File: src/rtl/snapshot_ctrl_pkg.sv
// Shared types and helpers for the snapshot capture sequencer:
// FSM state encoding, trigger-mode codes and capture-length computation.
package snapshot_ctrl_pkg;

  typedef enum logic [2:0] {
    ST_IDLE    = 3'd0,
    ST_ARMED   = 3'd1,
    ST_TRIG    = 3'd2,
    ST_CAPTURE = 3'd3,
    ST_DONE    = 3'd4,
    ST_HOLDOFF = 3'd5
  } state_e;

  localparam logic [1:0] TRIG_MODE_IMM = 2'd0;
  localparam logic [1:0] TRIG_MODE_EXT = 2'd1;

  // Number of DWIDTH-bit beats needed to fill one snapshot buffer.
  function automatic int cap_beats_f(input int mem_size_bytes, input int dwidth);
    return mem_size_bytes / (dwidth / 8);
  endfunction

endpackage

File: src/rtl/snapshot_capture_sequencer.sv
// Arms, triggers and times fixed-length captures across NCH snapshot channels,
// with optional auto-repeat after a holdoff; all outputs are registered.
module snapshot_capture_sequencer
  import snapshot_ctrl_pkg::*;
#(
  parameter int NCH            = 4,
  parameter int DWIDTH         = 128,
  parameter int MEM_SIZE_BYTES = 131072,
  parameter int TRIG_HOLD      = 4,
  parameter int SYNC_LAT       = 3,
  parameter int CNT_W          = 32
) (
  input  logic             axis_clk,
  input  logic             axis_rst,
  input  logic             arm,
  input  logic             abort,
  input  logic [1:0]       trig_mode,
  input  logic [NCH-1:0]   chan_mask,
  input  logic             ext_trig,
  input  logic [CNT_W-1:0] timeout_cyc,
  input  logic             repeat_en,
  input  logic [CNT_W-1:0] holdoff_cyc,
  output logic [NCH-1:0]   trig_cap,
  output logic             busy,
  output logic             armed,
  output logic             done,
  output logic             done_pulse,
  output logic             timed_out,
  output logic [15:0]      cap_count,
  output logic [2:0]       state_mon
);

  localparam int CAP_BEATS = cap_beats_f(MEM_SIZE_BYTES, DWIDTH);
  localparam int CYC_W     = $clog2(SYNC_LAT + CAP_BEATS + TRIG_HOLD);
  localparam logic [CYC_W-1:0] TRIG_LAST = CYC_W'(TRIG_HOLD - 1);
  localparam logic [CYC_W-1:0] CAP_LAST  = CYC_W'(SYNC_LAT + CAP_BEATS - 1);

  state_e           state_r;
  state_e           state_nxt_s;
  logic [NCH-1:0]   mask_r;
  logic [CYC_W-1:0] cyc_r;
  logic [CNT_W-1:0] cnt_r;
  logic             ext_prev_r;

  logic             ext_edge_s;
  logic             tmo_hit_s;
  logic             hold_hit_s;
  logic             trig_now_s;
  logic             latch_mask_s;
  logic             to_armed_s;
  logic             cnt_clr_s;
  logic             cyc_clr_s;
  logic             timeout_trig_s;

  logic [NCH-1:0]   trig_cap_r;
  logic             busy_r;
  logic             armed_r;
  logic             done_r;
  logic             done_pulse_r;
  logic             timed_out_r;
  logic [15:0]      cap_count_r;
  logic [2:0]       state_mon_r;

  // Next-state decode plus the counter/latch control strobes for this cycle.
  always_comb begin
    state_nxt_s    = state_r;
    latch_mask_s   = 1'b0;
    to_armed_s     = 1'b0;
    cnt_clr_s      = 1'b0;
    cyc_clr_s      = 1'b0;
    timeout_trig_s = 1'b0;

    ext_edge_s = ext_trig & ~ext_prev_r;
    tmo_hit_s  = (timeout_cyc != {CNT_W{1'b0}}) &&
                 (cnt_r == (timeout_cyc - CNT_W'(1)));
    hold_hit_s = (holdoff_cyc == {CNT_W{1'b0}}) ||
                 (cnt_r == (holdoff_cyc - CNT_W'(1)));
    // Reserved trigger modes behave as immediate.
    if (trig_mode == TRIG_MODE_EXT) begin
      trig_now_s = ext_edge_s;
    end else begin
      trig_now_s = 1'b1;
    end

    if (abort) begin
      state_nxt_s = ST_IDLE;
    end else begin
      case (state_r)
        ST_IDLE: begin
          if (arm) begin
            state_nxt_s  = ST_ARMED;
            latch_mask_s = 1'b1;
            to_armed_s   = 1'b1;
            cnt_clr_s    = 1'b1;
          end else begin
            state_nxt_s = ST_IDLE;
          end
        end
        ST_ARMED: begin
          // A genuine trigger in the same cycle as the timeout is not a timeout.
          if (trig_now_s) begin
            state_nxt_s = ST_TRIG;
            cyc_clr_s   = 1'b1;
          end else if (tmo_hit_s) begin
            state_nxt_s    = ST_TRIG;
            cyc_clr_s      = 1'b1;
            timeout_trig_s = 1'b1;
          end else begin
            state_nxt_s = ST_ARMED;
          end
        end
        ST_TRIG: begin
          if (cyc_r == TRIG_LAST) begin
            state_nxt_s = ST_CAPTURE;
          end else begin
            state_nxt_s = ST_TRIG;
          end
        end
        ST_CAPTURE: begin
          if (cyc_r == CAP_LAST) begin
            state_nxt_s = ST_DONE;
          end else begin
            state_nxt_s = ST_CAPTURE;
          end
        end
        ST_DONE: begin
          if (repeat_en) begin
            state_nxt_s = ST_HOLDOFF;
            cnt_clr_s   = 1'b1;
          end else begin
            state_nxt_s = ST_IDLE;
          end
        end
        ST_HOLDOFF: begin
          if (hold_hit_s) begin
            state_nxt_s = ST_ARMED;
            to_armed_s  = 1'b1;
            cnt_clr_s   = 1'b1;
          end else begin
            state_nxt_s = ST_HOLDOFF;
          end
        end
        default: begin
          state_nxt_s = ST_IDLE;
        end
      endcase
    end
  end

  // State register, channel mask latch, edge-detect history and cycle counters.
  always_ff @(posedge axis_clk) begin
    if (axis_rst) begin
      state_r    <= ST_IDLE;
      mask_r     <= {NCH{1'b0}};
      cyc_r      <= {CYC_W{1'b0}};
      cnt_r      <= {CNT_W{1'b0}};
      ext_prev_r <= 1'b0;
    end else begin
      state_r    <= state_nxt_s;
      ext_prev_r <= ext_trig;
      if (latch_mask_s) begin
        mask_r <= chan_mask;
      end
      if (cyc_clr_s) begin
        cyc_r <= {CYC_W{1'b0}};
      end else if ((state_r == ST_TRIG) || (state_r == ST_CAPTURE)) begin
        cyc_r <= cyc_r + CYC_W'(1);
      end
      // One counter serves both the ARMED timeout and the HOLDOFF wait.
      if (cnt_clr_s) begin
        cnt_r <= {CNT_W{1'b0}};
      end else if ((state_r == ST_ARMED) || (state_r == ST_HOLDOFF)) begin
        cnt_r <= cnt_r + CNT_W'(1);
      end
    end
  end

  // Outputs are decoded from the next state so they align with the state they describe.
  always_ff @(posedge axis_clk) begin
    if (axis_rst) begin
      trig_cap_r   <= {NCH{1'b0}};
      busy_r       <= 1'b0;
      armed_r      <= 1'b0;
      done_r       <= 1'b0;
      done_pulse_r <= 1'b0;
      timed_out_r  <= 1'b0;
      cap_count_r  <= 16'd0;
      state_mon_r  <= 3'd0;
    end else begin
      trig_cap_r   <= (state_nxt_s == ST_TRIG) ? mask_r : {NCH{1'b0}};
      busy_r       <= (state_nxt_s != ST_IDLE);
      armed_r      <= (state_nxt_s == ST_ARMED);
      done_pulse_r <= (state_nxt_s == ST_DONE);
      state_mon_r  <= state_nxt_s;
      if (to_armed_s) begin
        done_r <= 1'b0;
      end else if (state_nxt_s == ST_DONE) begin
        done_r <= 1'b1;
      end
      if (to_armed_s) begin
        timed_out_r <= 1'b0;
      end else if (timeout_trig_s) begin
        timed_out_r <= 1'b1;
      end
      if (state_nxt_s == ST_DONE) begin
        cap_count_r <= cap_count_r + 16'd1;
      end
    end
  end

  assign trig_cap   = trig_cap_r;
  assign busy       = busy_r;
  assign armed      = armed_r;
  assign done       = done_r;
  assign done_pulse = done_pulse_r;
  assign timed_out  = timed_out_r;
  assign cap_count  = cap_count_r;
  assign state_mon  = state_mon_r;

endmodule

File: config.mk
export PLATFORM = sky130hd
export DESIGN_NAME = snapshot_capture_sequencer
export DESIGN_NICKNAME = d
export VERILOG_FILES = /design/src/rtl/snapshot_ctrl_pkg.sv /design/src/rtl/snapshot_capture_sequencer.sv
export SDC_FILE = /design/constraint.sdc
export NUM_CORES = 1
export LEC_CHECK = 0
export CAP_MARGIN = 20
export CORE_MARGIN = 10
export CORE_UTILIZATION = 50
export DETAILED_ROUTE_END_ITERATION = 16
export PLACE_DENSITY_LB_ADDON = 0.08
export SYNTH_ARGS = -nofsm -noshare
export SYNTH_HDL_FRONTEND = slang
export SYNTH_SLANG_ARGS = --single-unit
File: constraint.sdc
create_clock -name axis_clk -period 5.09 [get_ports axis_clk]
set_input_delay 1.018 -clock axis_clk [delete_from_list [all_inputs] [get_ports axis_clk]]
set_output_delay 1.018 -clock axis_clk [all_outputs]
set_load 0.005 [all_outputs]
**Word-level counts from Yosys, hierarchy flattened**

Cells that the tools add are included.

- Register bits: 79
- Output and inout port bits: 28
- Input bits: 76

- Mux-type cells: 26
- Bitwise operators: 3
- Add/sub/neg operators: 5
- Equality and inequality tests: 13
- Reduce and logical (&&, ||, !) cells: 12

Operator list:

| cell | number |
|---|---|
| $eq 32x32->1 | 2 |
| $sub 32x1->32 const B | 2 |
| $add 32x1->32 const B | 1 |
| $logic_not 32->1 | 1 |
| $reduce_bool 32->1 | 1 |
| $pmux 3 s6 | 1 |
| $mux 1 | 17 |
| $add 16x1->16 const B | 1 |
| $add 14x1->14 const B | 1 |
| $eq 14x14->1 const B | 1 |
| $eq 14x2->1 const B | 1 |
| $mux 3 | 4 |
| $eq 3x2->1 const B | 3 |
| $eq 3x3->1 const B | 3 |
| $reduce_or 2->1 | 4 |
| $eq 3x1->1 const B | 2 |
| $mux 2 | 2 |
| $logic_not 3->1 | 1 |
| $logic_or 1x1->1 | 3 |
| $pmux 1 s3 | 1 |
| $reduce_bool 3->1 | 1 |
| $eq 2x1->1 const B | 1 |
| $not 1->1 | 2 |
| $pmux 1 s2 | 1 |
| other kinds (2) | 2 |

**Longest topological paths before layout**

- Word-level depth: 10
- Gate-level depth with buffers: 12
- Mapped depth without buffers: 11

**Worst setup path after synthesis**

OpenSTA, ideal clock, no wires.

- Path type: input to register
- Start point: input holdoff_cyc[18]
- End point: register state_mon_r[2], in the netlist state_mon[2]
- Data arrival time: 3.961 ns
- Setup slack: 1.015 ns
- Buffers on the path: 0
- Library setup time: 0.115 ns
- Cell stages on the path: 9
- Cells stage by stage: or4_4 -> or4_4 -> nor4_4 -> xnor2_1 -> or4_1 -> or4_1 -> nor4_2 -> o21ai_1 -> and2_1

- Longest elaborated chain between the ends: 6
- Elaborated cells between the ends (all ways): 7
- Those cells by class: add/sub (1); eq/ne (1); mux (3); reduce/logical (2)

Ends and longest elaborated chain:

| what | RTL line | text |
|---|---|---|
| start: declaration | snapshot_capture_sequencer.sv:22 | `input logic [CNT_W-1:0] holdoff_cyc,` |
| $sub 32x1->32 | snapshot_capture_sequencer.sv:77 | `(cnt_r == (holdoff_cyc - CNT_W'(1)));` |
| $eq 32x32->1 | snapshot_capture_sequencer.sv:77 |  |
| $logic_or 1x1->1 (*) | snapshot_capture_sequencer.sv:76 | `hold_hit_s = (holdoff_cyc == {CNT_W{1'b0}}) \|\|` |
| $mux 3 (*) | snapshot_capture_sequencer.sv:135 | `if (hold_hit_s) begin` |
| $pmux 3 s6 (*) | snapshot_capture_sequencer.sv:88 | `case (state_r)` |
| $mux 3 (*) | snapshot_capture_sequencer.sv:85 | `if (abort) begin` |
| end signal: assignment | snapshot_capture_sequencer.sv:194 | `state_mon_r <= state_nxt_s;` |
| end: declaration | snapshot_capture_sequencer.sv:62 | `logic [2:0] state_mon_r;` |

Mark *: on every way between the ends. The rest lies on a longest branch, timed or not.
A chain may end at the register's enable or synchronous reset.

**Worst setup path in the final report**

Same ends and word-level chain as after synthesis.

==> results.yml <==
outcome:
  status: "finished, final reports clean"
synthesis:
  synthMuxAreaShare_pct: 1.21
  synth_area_sq_um: 5900
  ys_seq_area_share_pct: 26.8
  synth_edf_count: 0
  synth_cells: 778
  ys_warn_count: 0
  synth-xor-area-share_pct: 20.8
  yosys.area_share.simple_pct: 34.8
  async_reset_ff_share_pct: 0
  synth_compound_area_share_pct: 11.0
  synth_ff_type: "dfxtp_1"
  synth_top_family_by_area: "simple AND/OR/NAND/NOR gates"
  ys_seq_elements: 79
  synth_area_per_cell_sq_um: 7.58
  synth-adder-area-share_pct: 1.48
  synth.distinct_cells: 60
  syn_nets: 861
die:
  ios: 104
  row_count: 39
  die_area_sq_um: 16500
  fp.dieW_microns: 129
  start_util_pct: 51.4
  coreArea_sq_um: 11500
  die_h_microns: 129
clock_network:
  cts.htree.levels: 3
  cts_buffers: 9
  cts_hold_buffers: 0
  clk_latency_ns: 0.34
  cts_num_sinks: 79
  clkSlewWorstSetupHoldPaths_ns: 0.07
  cts_setup_buffers: 0
  cts-root-buf: "clkbuf_16"
  post_cts_resized: 0
  clock_path_buffers: 2
  tritoncts: "yes"
cells_and_area:
  seq_area_sq_um: 1580
  antennaDiodeCount: 0
  multi_input_area_sq_um: 4090
  layout.nets: 948
  drive_gt1_share_pct: 4.94
  fin_cells: 1013
  area_growth_syn_to_layout_pct: 25.1
  fillers: 1061
sta:
  tns_ns: 0
  worst_slew_pin_slew_ns: 0.810
  fin_crit_sh_pct: 90.5
  slew_violations: 0
  setup_viol: 0
  hold_viol: 0
  post-route-min-period_ns: 4.60
  rsz0062_at_grt: "no"
  fmax_mhz: 217
  fin_skew_ns: 0.00757
  max-slew-margin-rel_pct: 45.9
routing:
  dr.pass1.iters: 5
  viasPerCell: 5.91
  drc: 0
  wl_per_cell_microns: 17.4
  wl_microns: 17600
  via_count: 5987
  drt_iter0_drc: 407
  ant_nets: 0
setup_path:
  critPathArrivalTime_ns: 4.83
  worstPathMaxFanout: 5
  crit_path_end_kind: "flop"
  cp_data_required_time_ns: 5.32
  cp-start-kind: "input port"
  worstSetupPathType: "input port to flop"
hold_path:
  worstHoldPathType: "flop to flop"
placed_design:
  dp.cells: 997
  gp_congestion: 0.944
  io_buffers: 103
  hpwl_microns: 14000
power_and_ir_drop:
  p_per_area_nw_per_um2: 206
  p_leak_nw: 2.61
  ir_drop_uv: 172
global_routing:
  grt_pass1_vias: 5785
  grt_first_pass_wirelength_microns: 28700
  antenna_found_initial: 0
  grt_overflow_total: 0
  grt_max_degree: 43
  grtUsageTotal_pct: 20.9
run:
  maxCapViolCount: 0
## power breakdown
group          switching (mW)  internal [mW]  leakage (nW)  total (mW)
sequential            0.00497          0.623         0.637       0.628
combinational           0.119          0.112          1.82       0.231
clock                   0.278          0.386         0.151       0.664
total                   0.402           1.12          2.61        1.52
## registers in the layout (all words and copies together), names as in the netlist
register / flops
cyc_r: 14
cap_count: 16
busy: 1
done: 1
timed_out: 1
armed: 1
ext_prev_r: 1
state_mon: 3
done_pulse: 1
trig_cap: 4
cnt_r: 32
mask_r: 4
## cells in the final DEF, fill, tap and decap left out, types with 18 or more instances in the layout
master,n
clkdlybuf4s50_1,103
nor2_1,104
xnor2_1,67
xor2_1,73
dfxtp_1,79
nand4_1,25
o21ai_0,18
and3_1,21
inv_1,18
nand3_1,40
nor4_1,32
nand2_1,55
nor3_1,40
## metrics by stage
step	power [mW]	cell area [sq um]	util, %	worst slack, ns	hold slack, ns
2_1_floorplan	0.753	5900	-	1.01	0.430
3_3_place_gp	0.863	7080	61.7	0.245	0.435
3_5_place_dp	0.869	7080	61.7	0.146	0.447
4_1_cts	1.53	7380	64.4	0.491	0.468
5_1_grt	1.58	7380	64.4	0.363	0.483
6_report	1.52	7380	64.4	0.486	0.463
## cell type report
type / count / area share, %
clock buffers: 9 / 3.05
clock inverters: 7 / 1.07
inverters: 18 / 0.915
multi-input cells: 639 / 55.5
flip-flops and latches: 79 / 21.4
well taps: 143 / 2.42
repair buffers: 118 / 15.7
## path summary, 6_finish.rpt
path	start	to	slack, ns	depth (start not counted)
worst max-delay path	holdoff_cyc[18]	state_mon[2]	0.49	10
worst max register to register	cyc_r[2]	cap_count[11]	1.77	9
worst min register to register	mask_r[0]	trig_cap[0]	0.46	1
worst min-delay path	mask_r[0]	trig_cap[0]	0.46	1
## per-layer routing
metal | share of wire [%] | GRT usage [%]
met1 | 45 | 27.3
met4 | 1.6 | 6.02
met5 | 0 | 0
met2 | 47 | 34.0
met3 | 6.1 | 4.39
## cells by family (layout without fill, tap and decap cells)
group | count (synthesis) | after routing
fa+ha+maj | 7 | 7
buf+inv | 60 | 152
flops | 79 | 79
compound gates | 92 | 92
xor+xnor | 140 | 140
mux | 7 | 7
simple gates | 393 | 393
## critical path, stage by stage
cell	delay, ns
clkdlybuf4s50_1	0.50
or4_4	0.60
or4_4	0.54
nor4_4	0.32
xnor2_1	0.10
or4_1	0.54
or4_1	0.55
nor4_2	0.31
o21ai_1	0.17
and2_1	0.18
## synthesized netlist by cell type (all sizes together) (4+ instances only)
cell type	instances	share of area, %
a2111oi	4	0.59
a211o	4	0.59
a211oi	4	0.59
a21oi	15	1.3
a31oi	7	0.74
and2	7	0.74
and3	21	2.2
buf	5	0.38
clkbuf	37	2.4
dfxtp	79	27
ha	7	1.5
inv	18	1.1
mux2i	6	1.0
nand2	55	3.5
nand2b	8	0.85
nand3	40	3.4
nand3b	4	0.51
nand4	25	2.7
nor2	104	6.6
nor2b	10	1.1
nor3	40	3.4
nor3b	4	0.51
nor4	35	4.2
o21ai	20	1.7
o311ai	4	0.59
or3	11	1.2
or4	17	2.3
xnor2	67	9.9
xor2	73	11
No activity file was read; power rests on OpenSTA's default activity.
